**src/rtl/sync_fifo_ctrl_pkg.sv**
```systemverilog
// Shared defaults for the synchronous FIFO controller and its users.
package fifo_pkg;

    // Default geometry: 16-entry FIFO with flags two entries from each end.
    localparam int FIFO_ADDRSIZE_DEF = 4;
    localparam int FIFO_AFULL_DEF    = 14;
    localparam int FIFO_AEMPTY_DEF   = 2;

endpackage

```
**src/rtl/sync_fifo_ctrl_if.sv**
```systemverilog
// Handshake and status bundle between a FIFO user and the FIFO controller.
interface sync_fifo_ctrl_if
    import fifo_pkg::*;
#(
    parameter int ADDRSIZE = FIFO_ADDRSIZE_DEF
) ();

    logic                push;
    logic                pop;
    logic                wclken;
    logic [ADDRSIZE-1:0] waddr;
    logic                wfull;
    logic                rclken;
    logic [ADDRSIZE-1:0] raddr;
    logic                rempty;
    logic [ADDRSIZE:0]   count;
    logic                almost_full;
    logic                almost_empty;
    logic                overflow;
    logic                underflow;

    // The FIFO user issues requests and observes memory controls and status.
    modport master (
        output push, pop,
        input  wclken, waddr, wfull, rclken, raddr, rempty,
        input  count, almost_full, almost_empty, overflow, underflow
    );

    // The controller receives requests and produces memory controls and status.
    modport slave (
        input  push, pop,
        output wclken, waddr, wfull, rclken, raddr, rempty,
        output count, almost_full, almost_empty, overflow, underflow
    );

endinterface

```
**src/rtl/sync_fifo_ctrl_ptr.sv**
```systemverilog
// Wrapping (ADDRSIZE+1)-bit pointer; the extra MSB distinguishes full from empty.
module fifo_ptr
    import fifo_pkg::*;
#(
    parameter int ADDRSIZE = FIFO_ADDRSIZE_DEF
) (
    input  logic                clk,
    input  logic                rst,
    input  logic                en,
    output logic [ADDRSIZE-1:0] addr,
    output logic [ADDRSIZE:0]   ptr_nxt
);

    localparam logic [ADDRSIZE:0] ONE = {{ADDRSIZE{1'b0}}, 1'b1};

    logic [ADDRSIZE:0] ptr;

    // Next-state value, exposed so status flags can be registered alongside the pointer.
    always_comb begin
        ptr_nxt = ptr;
        if (rst) begin
            ptr_nxt = '0;
        end else if (en) begin
            ptr_nxt = ptr + ONE;
        end
    end

    // Pointer register: cleared by reset, advances only on an accepted request.
    always_ff @(posedge clk) begin
        if (rst) begin
            ptr <= '0;
        end else if (en) begin
            ptr <= ptr + ONE;
        end
    end

    assign addr = ptr[ADDRSIZE-1:0];

endmodule

```
**src/rtl/sync_fifo_ctrl.sv**
```systemverilog
// Synchronous FIFO controller: pointers, handshake and status for an external dual-port RAM.
module sync_fifo_ctrl
    import fifo_pkg::*;
#(
    parameter int ADDRSIZE   = FIFO_ADDRSIZE_DEF,
    parameter int AFULL_LVL  = FIFO_AFULL_DEF,
    parameter int AEMPTY_LVL = FIFO_AEMPTY_DEF
) (
    input  logic             clk,
    input  logic             rst,
    sync_fifo_ctrl_if.slave  bus
);

    logic                wclken;
    logic                rclken;
    logic [ADDRSIZE:0]   wptr_p0;
    logic [ADDRSIZE:0]   rptr_p0;
    logic [ADDRSIZE:0]   cnt_p0;
    logic                rempty_p0;
    logic                wfull_p0;
    logic                af_p0;
    logic                ae_p0;

    logic [ADDRSIZE:0]   cnt_p1;
    logic                rempty_p1;
    logic                wfull_p1;
    logic                af_p1;
    logic                ae_p1;
    logic                ovf_p1;
    logic                unf_p1;

    // Requests are gated by the registered flags, so a full FIFO still accepts
    // a pop and an empty one still accepts a push in the same cycle.
    assign wclken = bus.push & ~wfull_p1  & ~rst;
    assign rclken = bus.pop  & ~rempty_p1 & ~rst;

    fifo_ptr #(.ADDRSIZE(ADDRSIZE)) u_wptr (
        .clk     (clk),
        .rst     (rst),
        .en      (wclken),
        .addr    (bus.waddr),
        .ptr_nxt (wptr_p0)
    );

    fifo_ptr #(.ADDRSIZE(ADDRSIZE)) u_rptr (
        .clk     (clk),
        .rst     (rst),
        .en      (rclken),
        .addr    (bus.raddr),
        .ptr_nxt (rptr_p0)
    );

    // Status derived from next-state pointers so it lines up with the pointer registers.
    always_comb begin
        cnt_p0    = wptr_p0 - rptr_p0;
        rempty_p0 = (wptr_p0 == rptr_p0);
        wfull_p0  = (wptr_p0[ADDRSIZE] != rptr_p0[ADDRSIZE]) &&
                    (wptr_p0[ADDRSIZE-1:0] == rptr_p0[ADDRSIZE-1:0]);
        af_p0     = (32'(cnt_p0) >= AFULL_LVL);
        ae_p0     = (32'(cnt_p0) <= AEMPTY_LVL);
    end

    // ---- stage p0 -> p1: registered occupancy and threshold flags ----
    always_ff @(posedge clk) begin
        if (rst) begin
            cnt_p1    <= '0;
            rempty_p1 <= 1'b1;
            wfull_p1  <= 1'b0;
            af_p1     <= 1'b0;
            ae_p1     <= 1'b1;
        end else begin
            cnt_p1    <= cnt_p0;
            rempty_p1 <= rempty_p0;
            wfull_p1  <= wfull_p0;
            af_p1     <= af_p0;
            ae_p1     <= ae_p0;
        end
    end

    // Sticky error flags: any rejected push/pop is remembered until reset.
    always_ff @(posedge clk) begin
        if (rst) begin
            ovf_p1 <= 1'b0;
            unf_p1 <= 1'b0;
        end else begin
            ovf_p1 <= ovf_p1 | (bus.push & wfull_p1);
            unf_p1 <= unf_p1 | (bus.pop  & rempty_p1);
        end
    end

    assign bus.wclken       = wclken;
    assign bus.rclken       = rclken;
    assign bus.wfull        = wfull_p1;
    assign bus.rempty       = rempty_p1;
    assign bus.count        = cnt_p1;
    assign bus.almost_full  = af_p1;
    assign bus.almost_empty = ae_p1;
    assign bus.overflow     = ovf_p1;
    assign bus.underflow    = unf_p1;

endmodule
```
**src/flat_wrapper.sv**
```systemverilog
// flat-port wrapper written by rule: the top's interface ports become plain ports
module sync_fifo_ctrl_flat import fifo_pkg::*;
#(
    parameter int ADDRSIZE   = FIFO_ADDRSIZE_DEF,
    parameter int AFULL_LVL  = FIFO_AFULL_DEF,
    parameter int AEMPTY_LVL = FIFO_AEMPTY_DEF
)
  (clk, rst, bus_push, bus_pop, bus_wclken, bus_waddr, bus_wfull, bus_rclken, bus_raddr, bus_rempty, bus_count, bus_almost_full, bus_almost_empty, bus_overflow, bus_underflow);
  sync_fifo_ctrl_if #(.ADDRSIZE(ADDRSIZE)) bus_i ();
  input  logic clk;
  input  logic rst;
  input wire logic [$bits(bus_i.push)-1:0] bus_push;
  input wire logic [$bits(bus_i.pop)-1:0] bus_pop;
  output wire logic [$bits(bus_i.wclken)-1:0] bus_wclken;
  output wire logic [$bits(bus_i.waddr)-1:0] bus_waddr;
  output wire logic [$bits(bus_i.wfull)-1:0] bus_wfull;
  output wire logic [$bits(bus_i.rclken)-1:0] bus_rclken;
  output wire logic [$bits(bus_i.raddr)-1:0] bus_raddr;
  output wire logic [$bits(bus_i.rempty)-1:0] bus_rempty;
  output wire logic [$bits(bus_i.count)-1:0] bus_count;
  output wire logic [$bits(bus_i.almost_full)-1:0] bus_almost_full;
  output wire logic [$bits(bus_i.almost_empty)-1:0] bus_almost_empty;
  output wire logic [$bits(bus_i.overflow)-1:0] bus_overflow;
  output wire logic [$bits(bus_i.underflow)-1:0] bus_underflow;
  assign bus_i.push = bus_push;
  assign bus_i.pop = bus_pop;
  assign bus_wclken = bus_i.wclken;
  assign bus_waddr = bus_i.waddr;
  assign bus_wfull = bus_i.wfull;
  assign bus_rclken = bus_i.rclken;
  assign bus_raddr = bus_i.raddr;
  assign bus_rempty = bus_i.rempty;
  assign bus_count = bus_i.count;
  assign bus_almost_full = bus_i.almost_full;
  assign bus_almost_empty = bus_i.almost_empty;
  assign bus_overflow = bus_i.overflow;
  assign bus_underflow = bus_i.underflow;
  sync_fifo_ctrl #(.ADDRSIZE(ADDRSIZE), .AFULL_LVL(AFULL_LVL), .AEMPTY_LVL(AEMPTY_LVL)) u_core (.clk(clk), .rst(rst), .bus(bus_i));
endmodule
```
**config.mk**
```make
export PLATFORM = sky130hd
export DESIGN_NAME = sync_fifo_ctrl_flat
export DESIGN_NICKNAME = d
export VERILOG_FILES = /design/src/rtl/sync_fifo_ctrl_pkg.sv /design/src/rtl/sync_fifo_ctrl_if.sv /design/src/rtl/sync_fifo_ctrl_ptr.sv /design/src/rtl/sync_fifo_ctrl.sv /design/src/flat_wrapper.sv
export SDC_FILE = /design/constraint.sdc
export NUM_CORES = 1
export LEC_CHECK = 0
export BUFFER_PORTS_ARGS = -buffer_cell sky130_fd_sc_hd__buf_2
export CAP_MARGIN = 0
export CORE_UTILIZATION = 55
export CTS_BUF_LIST = sky130_fd_sc_hd__clkbuf_4
export DETAILED_ROUTE_END_ITERATION = 7
export PLACE_DENSITY = 0.78
export REMOVE_ABC_BUFFERS = 1
export SYNTH_ARGS = -nofsm -noshare
export SYNTH_HDL_FRONTEND = slang
export SYNTH_SLANG_ARGS = --single-unit
```
**constraint.sdc**
```tcl
create_clock -name clk -period 5 [get_ports clk]
set_input_delay 0.5 -clock clk [delete_from_list [all_inputs] [get_ports clk]]
set_output_delay 0.5 -clock clk [all_outputs]
set_load 0.02 [all_outputs]
```
======== After elaboration in Yosys (flattened, before gate mapping) ========
Index checks and enable logic that the tools add are counted.
word-level totals
  register bits after elaboration ......... 21
  memory bits (read-only) ................. 0
  word-level logic and storage cells ...... 33
  output and inout bits ................... 21
  bits in writable memories ............... 0
  input port bits ......................... 4
  latch bits .............................. 0
  memories kept ........................... 0
operators by class
  add/subtract/negate cells ............... 3
  $mul .................................... 0
  divide/modulo/power cells ............... 0
  equal/unequal tests ..................... 3
  shifts and indexed selects .............. 0
  reductions and logical operators ........ 1
  mux-type cells .......................... 4
  $lt $le $gt $ge ......................... 2
  bitwise operators ....................... 11
operator list
  cell                                                               count
  2-to-1 mux 5 bit                                                   4
  adder 5 x 1 -> 5 bit, second input constant                        2
  AND 1 bit                                                          6
  == test 5 bit                                                      1
  greater-or-equal comparator 5 x 4 -> 1 bit, second input constant  1
  less-or-equal comparator 5 x 2 -> 1 bit, second input constant     1
  subtractor 5 bit                                                   1
  == test 4 bit                                                      1
  NOT 1 bit                                                          3
  bitwise OR 1 bit                                                   2
  logical AND 1 bit                                                  1
  != test 1 bit                                                      1

======== Longest topological paths before layout ========
  depth in word-level cells ............... 7
  mapped depth ............................ 12
  mapped depth without buffers ............ 11

======== Cells and area by module ========
Synthesis repeated with hierarchy kept, for this count alone.
unflattened totals
  cell total of the unflattened synthesis .. 104
  area, all modules ....................... 1012.2 um2
by module, submodules not included
  module          cells an instance  times used  sequential area each (um2)  area each (um2)
  fifo_ptr        26                 2           100.1                       257.7
  sync_fifo_ctrl  52                 1           220.2                       496.7

======== Worst setup path after synthesis ========
Ideal clock, no wire load.
  kind .................................... input-to-reg
  from .................................... input port bus_pop
  to ...................................... register u_core.ae_p1 (netlist: u_core.bus.almost_empty)
  stages on the path ...................... 10
  arrival ................................. 2.429 ns
  library setup time ...................... 0.103 ns
  path buffers ............................ 1
  required time ........................... 4.897 ns
  setup slack ............................. 2.467 ns
  cells stage by stage .................... nor2b_1 > clkbuf_1 > mux2i_1 > or2_2 > fa_1 > nand2_1 > nand2_1 > a21oi_1 > xor2_1 > a2111oi_2
on the way
  longest elaborated chain between the ends .. 6
RTL lines
  item                                     RTL line                  source
  from (decl)                              flat_wrapper.sv:13        input wire logic [$bits(bus_i.pop)-1:0] bus_pop;
  AND 1 bit (2 in a row)                   sync_fifo_ctrl.sv:35      assign rclken = bus.pop & ~rempty_p1 & ~rst;
  2-to-1 mux 5 bit                         sync_fifo_ctrl_ptr.sv:23  end else if (en) begin
  2-to-1 mux 5 bit                         sync_fifo_ctrl_ptr.sv:21  if (rst) begin
  subtractor 5 bit                         sync_fifo_ctrl.sv:55      cnt_p0 = wptr_p0 - rptr_p0;
  less-or-equal comparator 5 x 2 -> 1 bit  sync_fifo_ctrl.sv:60      ae_p0 = (32'(cnt_p0) <= AEMPTY_LVL);
  to (signal assigned)                     sync_fifo_ctrl.sv:76      ae_p1 <= ae_p0;
  to (decl)                                sync_fifo_ctrl.sv:28      logic ae_p1;
No other way between the ends.
A chain may end at the register's enable or synchronous reset.

======== Final worst setup path ========
  from .................................... register u_core.rempty_p1 (netlist: u_core.bus.rempty)
  to ...................................... register u_core.ae_p1 (netlist: u_core.bus.almost_empty)
on the way
  longest elaborated chain between the ends .. 7
RTL lines
  item                                     RTL line                  source
  from (decl)                              sync_fifo_ctrl.sv:25      logic rempty_p1;
  from (signal assigned)                   sync_fifo_ctrl.sv:73      rempty_p1 <= rempty_p0;
  NOT 1 bit                                sync_fifo_ctrl.sv:35
  AND 1 bit (2 in a row)                   sync_fifo_ctrl.sv:35
  2-to-1 mux 5 bit                         sync_fifo_ctrl_ptr.sv:23
  2-to-1 mux 5 bit                         sync_fifo_ctrl_ptr.sv:21
  subtractor 5 bit                         sync_fifo_ctrl.sv:55
  less-or-equal comparator 5 x 2 -> 1 bit  sync_fifo_ctrl.sv:60
No other way between the ends.

==> impl_metrics.py <==
metrics = {
    "placed_design": {
        "dpl.hpwl_mm": 1.36,
        "dpl_worst_slack_ps": 2100,
        "gp_congestion": 0.797,
        "numPortBuffers": 24,
    },
    "sta": {
        "final-max-slew-violation-count": 0,
        "fin_setup_tns_ps": 0,
        "relSlewSlack_pct": 67.2,
        "setup_ws_ps": 2390,
        "clock_skew_ps": 3.54,
        "rsz0062_at_grt": "no",
        "max_freq_ghz": 0.383,
        "finalCriticalPeriod_ps": 2610,
        "tightest_slew_ps": 491,
        "timing.final.crit_share_pct": 52.3,
        "final_hold_viol_count": 0,
        "setup_viol": 0,
    },
    "die": {
        "die_w_um": 45.7,
        "die_h_um": 45.7,
        "dieArea_sq_mm": 0.00209,
        "start_util_pct": 59.6,
        "core-area_sq_mm": 0.00176,
        "num_rows": 15,
        "io_pins": 25,
    },
    "cts": {
        "clockRootBuffer": "clkbuf_4",
        "clock-sinks": 21,
        "numCtsBuffers": 3,
        "htree_levels": 1,
        "clockBufferDepth": 2,
        "cts_resized": 0,
        "post-cts-setup-buffers": 0,
        "clkSlewWorstSetupHoldPaths_ps": 120,
        "worst_skew_pair.late_latency_ps": 310,
        "cts_hold_buf": 0,
        "cts_tree": "built",
    },
    "yosys": {
        "ys_top_cells_by_area": "dfxtp_1 40%, ha_1 7.1%, buf_4 5.7%, xor2_1 5.0%, xnor2_1 4.2%",
        "syn_area_per_cell_sq_um": 9.73,
        "synth_xor_xnor_area_share_pct": 11.4,
        "synth.most_common_cell": "dfxtp_1",
        "synth_compound_area_share_pct": 5.36,
        "synth_edf_count": 0,
        "ys_seq_elements": 21,
        "ys_seq_area_share_pct": 40.0,
        "synthFlopType": "dfxtp_1",
        "synthCells": 108,
        "netlist_area_sq_mm": 0.00105,
        "synth_top_area_share_pct": 40.0,
        "synthArstFlopShare_pct": 0,
        "yosysTopAreaCell": "dfxtp_1",
        "synth_adder_area_share_pct": 9.05,
        "synth_mux_area_share_pct": 2.86,
        "synth_top_family_by_area": "simple AND/OR/NAND/NOR gates",
        "yosysWarnings": 0,
        "synth_cell_types": 30,
        "synth_commonest_cells": "21 x dfxtp_1, 10 x nor2_1, 8 x buf_4",
        "synthSimpleGateAreaFrac_pct": 21.0,
    },
    "drt": {
        "drt_pre_antenna_iters": 2,
        "vias": 738,
        "wire_per_inst_um": 11.8,
        "drc": 0,
        "initialDrtViolationCount": 3,
        "drtAntennaViolNets": 0,
        "routed_via_density": 4.95,
        "wl_mm": 1.76,
    },
    "setup_path": {
        "critPathMaxFanout": 7,
        "cpPeakStageDelay_ps": 400,
        "arrival_ps": 2830,
        "rr_endpoint": "u_core.bus.almost_empty",
        "reg2reg_depth": 9,
        "slowest_stage": "nor2b_1",
        "path_common_cell": "nor2b_1",
        "cp.required_ps": 5220,
        "cp_num_buf_inv": 0,
        "cp_cell_sequence": "nor2b_1, mux2i_1, or2_2, ha_1, nor2b_1, o21ai_0, nor3b_1, nor3_1, a2111oi_2",
        "crit_path_start_kind": "flop",
        "reg2reg_slack_ps": 2390,
        "endpoint_kind": "flop",
        "worst_path_dominant_cell_family": "simple AND/OR/NAND/NOR gates",
        "r2r-start": "u_core.bus.rempty",
        "worstSetupPathType": "reg -> reg",
    },
    "cells_and_area": {
        "diodes": 0,
        "area_growth_pct": 9.40,
        "regArea_sq_um": 420,
        "drive_gt1_share_pct": 29.8,
        "fillers": 184,
        "multi_input_area_sq_um": 522,
        "post-route-util_pct": 65.2,
        "fin_nets": 136,
    },
    "power_and_ir_drop": {
        "pwr-share-seq_pct": 54.1,
        "clkPwrFrac_pct": 26.1,
        "ir_drop_uv": 235,
        "leakage_nw": 0.581,
        "power_density_mw_per_mm2": 295,
        "p_sw_share_pct": 28.9,
        "p_switching_mw": 0.0980,
        "intPower_mw": 0.242,
        "power_frac_comb_pct": 19.9,
    },
    "job": {
        "drv_cap": 0,
    },
    "global_route": {
        "grt_antenna_before_repair": 0,
        "grt.total_usage_pct": 18.2,
        "globalRouteOverflowTotal": 0,
        "grt_first_pass_wirelength_mm": 2.65,
        "grt_max_degree": 22,
        "grt_pass1_vias": 618,
    },
    "hold_path": {
        "min_path_cells": 3,
        "holdCritPathClass": "in -> reg",
        "hold_end": "u_core.bus.underflow",
        "min_from": "bus_pop",
    },
    "run_status": {
        "outcome": "complete, no violations",
    },
}
[metrics by stage]
step                      hold WS, ps  power (mW)  cell area [sq um]  cells
after floorplan                   455       0.234                968     96
after global placement            445       0.254               1120    145
after detailed placement          455       0.256               1120    145
after CTS                         427       0.344               1150    149
after global routing              452       0.355               1150    149
final                             431       0.340               1150    149
[power groups by stage]
| stage | clock network (mW) | logic (mW) | registers, mW |
|---|---|---|---|
| finish | 0.0884 | 0.0676 | 0.184 |
| global route | 0.0958 | 0.0742 | 0.185 |
| CTS | 0.0912 | 0.0685 | 0.184 |
| detailed placement | 0 | 0.0681 | 0.188 |
| global placement | 0 | 0.0667 | 0.187 |
| floorplan | 0 | 0.0325 | 0.201 |
[kinds of logic (layout without fill, tap and decap cells)]
logic type | after synthesis | count (layout)
compound gates | 8 | 8
xor+xnor | 12 | 12
fa+ha+maj | 7 | 7
buf+inv | 19 | 35
flops | 21 | 21
mux | 3 | 3
simple gates | 38 | 38
[per-layer routing]
metal / vias to the layer above / global-route usage, % / wire (um)
met3: 3 / 5.95 / 64
met1: 339 / 22.0 / 823
met5: - / 0 / 0
met4: 0 / 5.29 / 11
met2: 15 / 30.6 / 855
li1: 381 / - / -
[cell usage in the layout, fill, tap and decap left out, types with 2 or more instances in the layout]
| cell | count |
|---|---|
| buf_2 | 24 |
| dfxtp_1 | 21 |
| nor2_1 | 10 |
| inv_1 | 7 |
| xor2_1 | 6 |
| ha_1 | 6 |
| xnor2_1 | 5 |
| nand2_1 | 5 |
| nor2b_1 | 4 |
| or2_2 | 4 |
| nand4_1 | 4 |
| clkbuf_4 | 4 |
| mux2i_1 | 3 |
| a21oi_1 | 3 |
| and3b_1 | 2 |
| o21ai_0 | 2 |
| nor3b_1 | 2 |
[state kept, by name, indices dropped and copies added (netlist names)]
| name | cells |
|---|---|
| u_core.u_rptr.ptr | 5 |
| u_core.bus.rempty | 1 |
| u_core.bus.almost_empty | 1 |
| u_core.bus.count | 5 |
| u_core.bus.almost_full | 1 |
| u_core.bus.overflow | 1 |
| u_core.bus.underflow | 1 |
| u_core.bus.wfull | 1 |
| u_core.u_wptr.ptr | 5 |
[worst min-delay path, cell delays in order]
cell	delay [ps]
buf_2	80
a21oi_1	60
nor2_1	70
[worst max path at each step]
stage	to	startpoint	slack, ps	cells after the start
4_1_cts	u_core.bus.almost_empty	u_core.bus.rempty	2370	9
3_5_place_dp	u_core.bus.almost_empty	bus_pop	2100	10
6_report	u_core.bus.almost_empty	u_core.bus.rempty	2390	9
5_1_grt	u_core.bus.almost_empty	u_core.bus.rempty	2150	11
3_3_place_gp	u_core.bus.almost_empty	bus_pop	2190	12
2_1_floorplan	u_core.bus.almost_empty	bus_pop	2440	9
[layout make-up]
cell class                      count  share of cell area (%)
Inverter                            7                    2.29
Clock buffer                        4                    2.61
Tap cell                           25                    2.72
Sequential cell                    21                    36.6
Multi-Input combinational cell     68                    45.4
Timing Repair Buffer               24                    10.4
(Power assumes the default switching activity.)
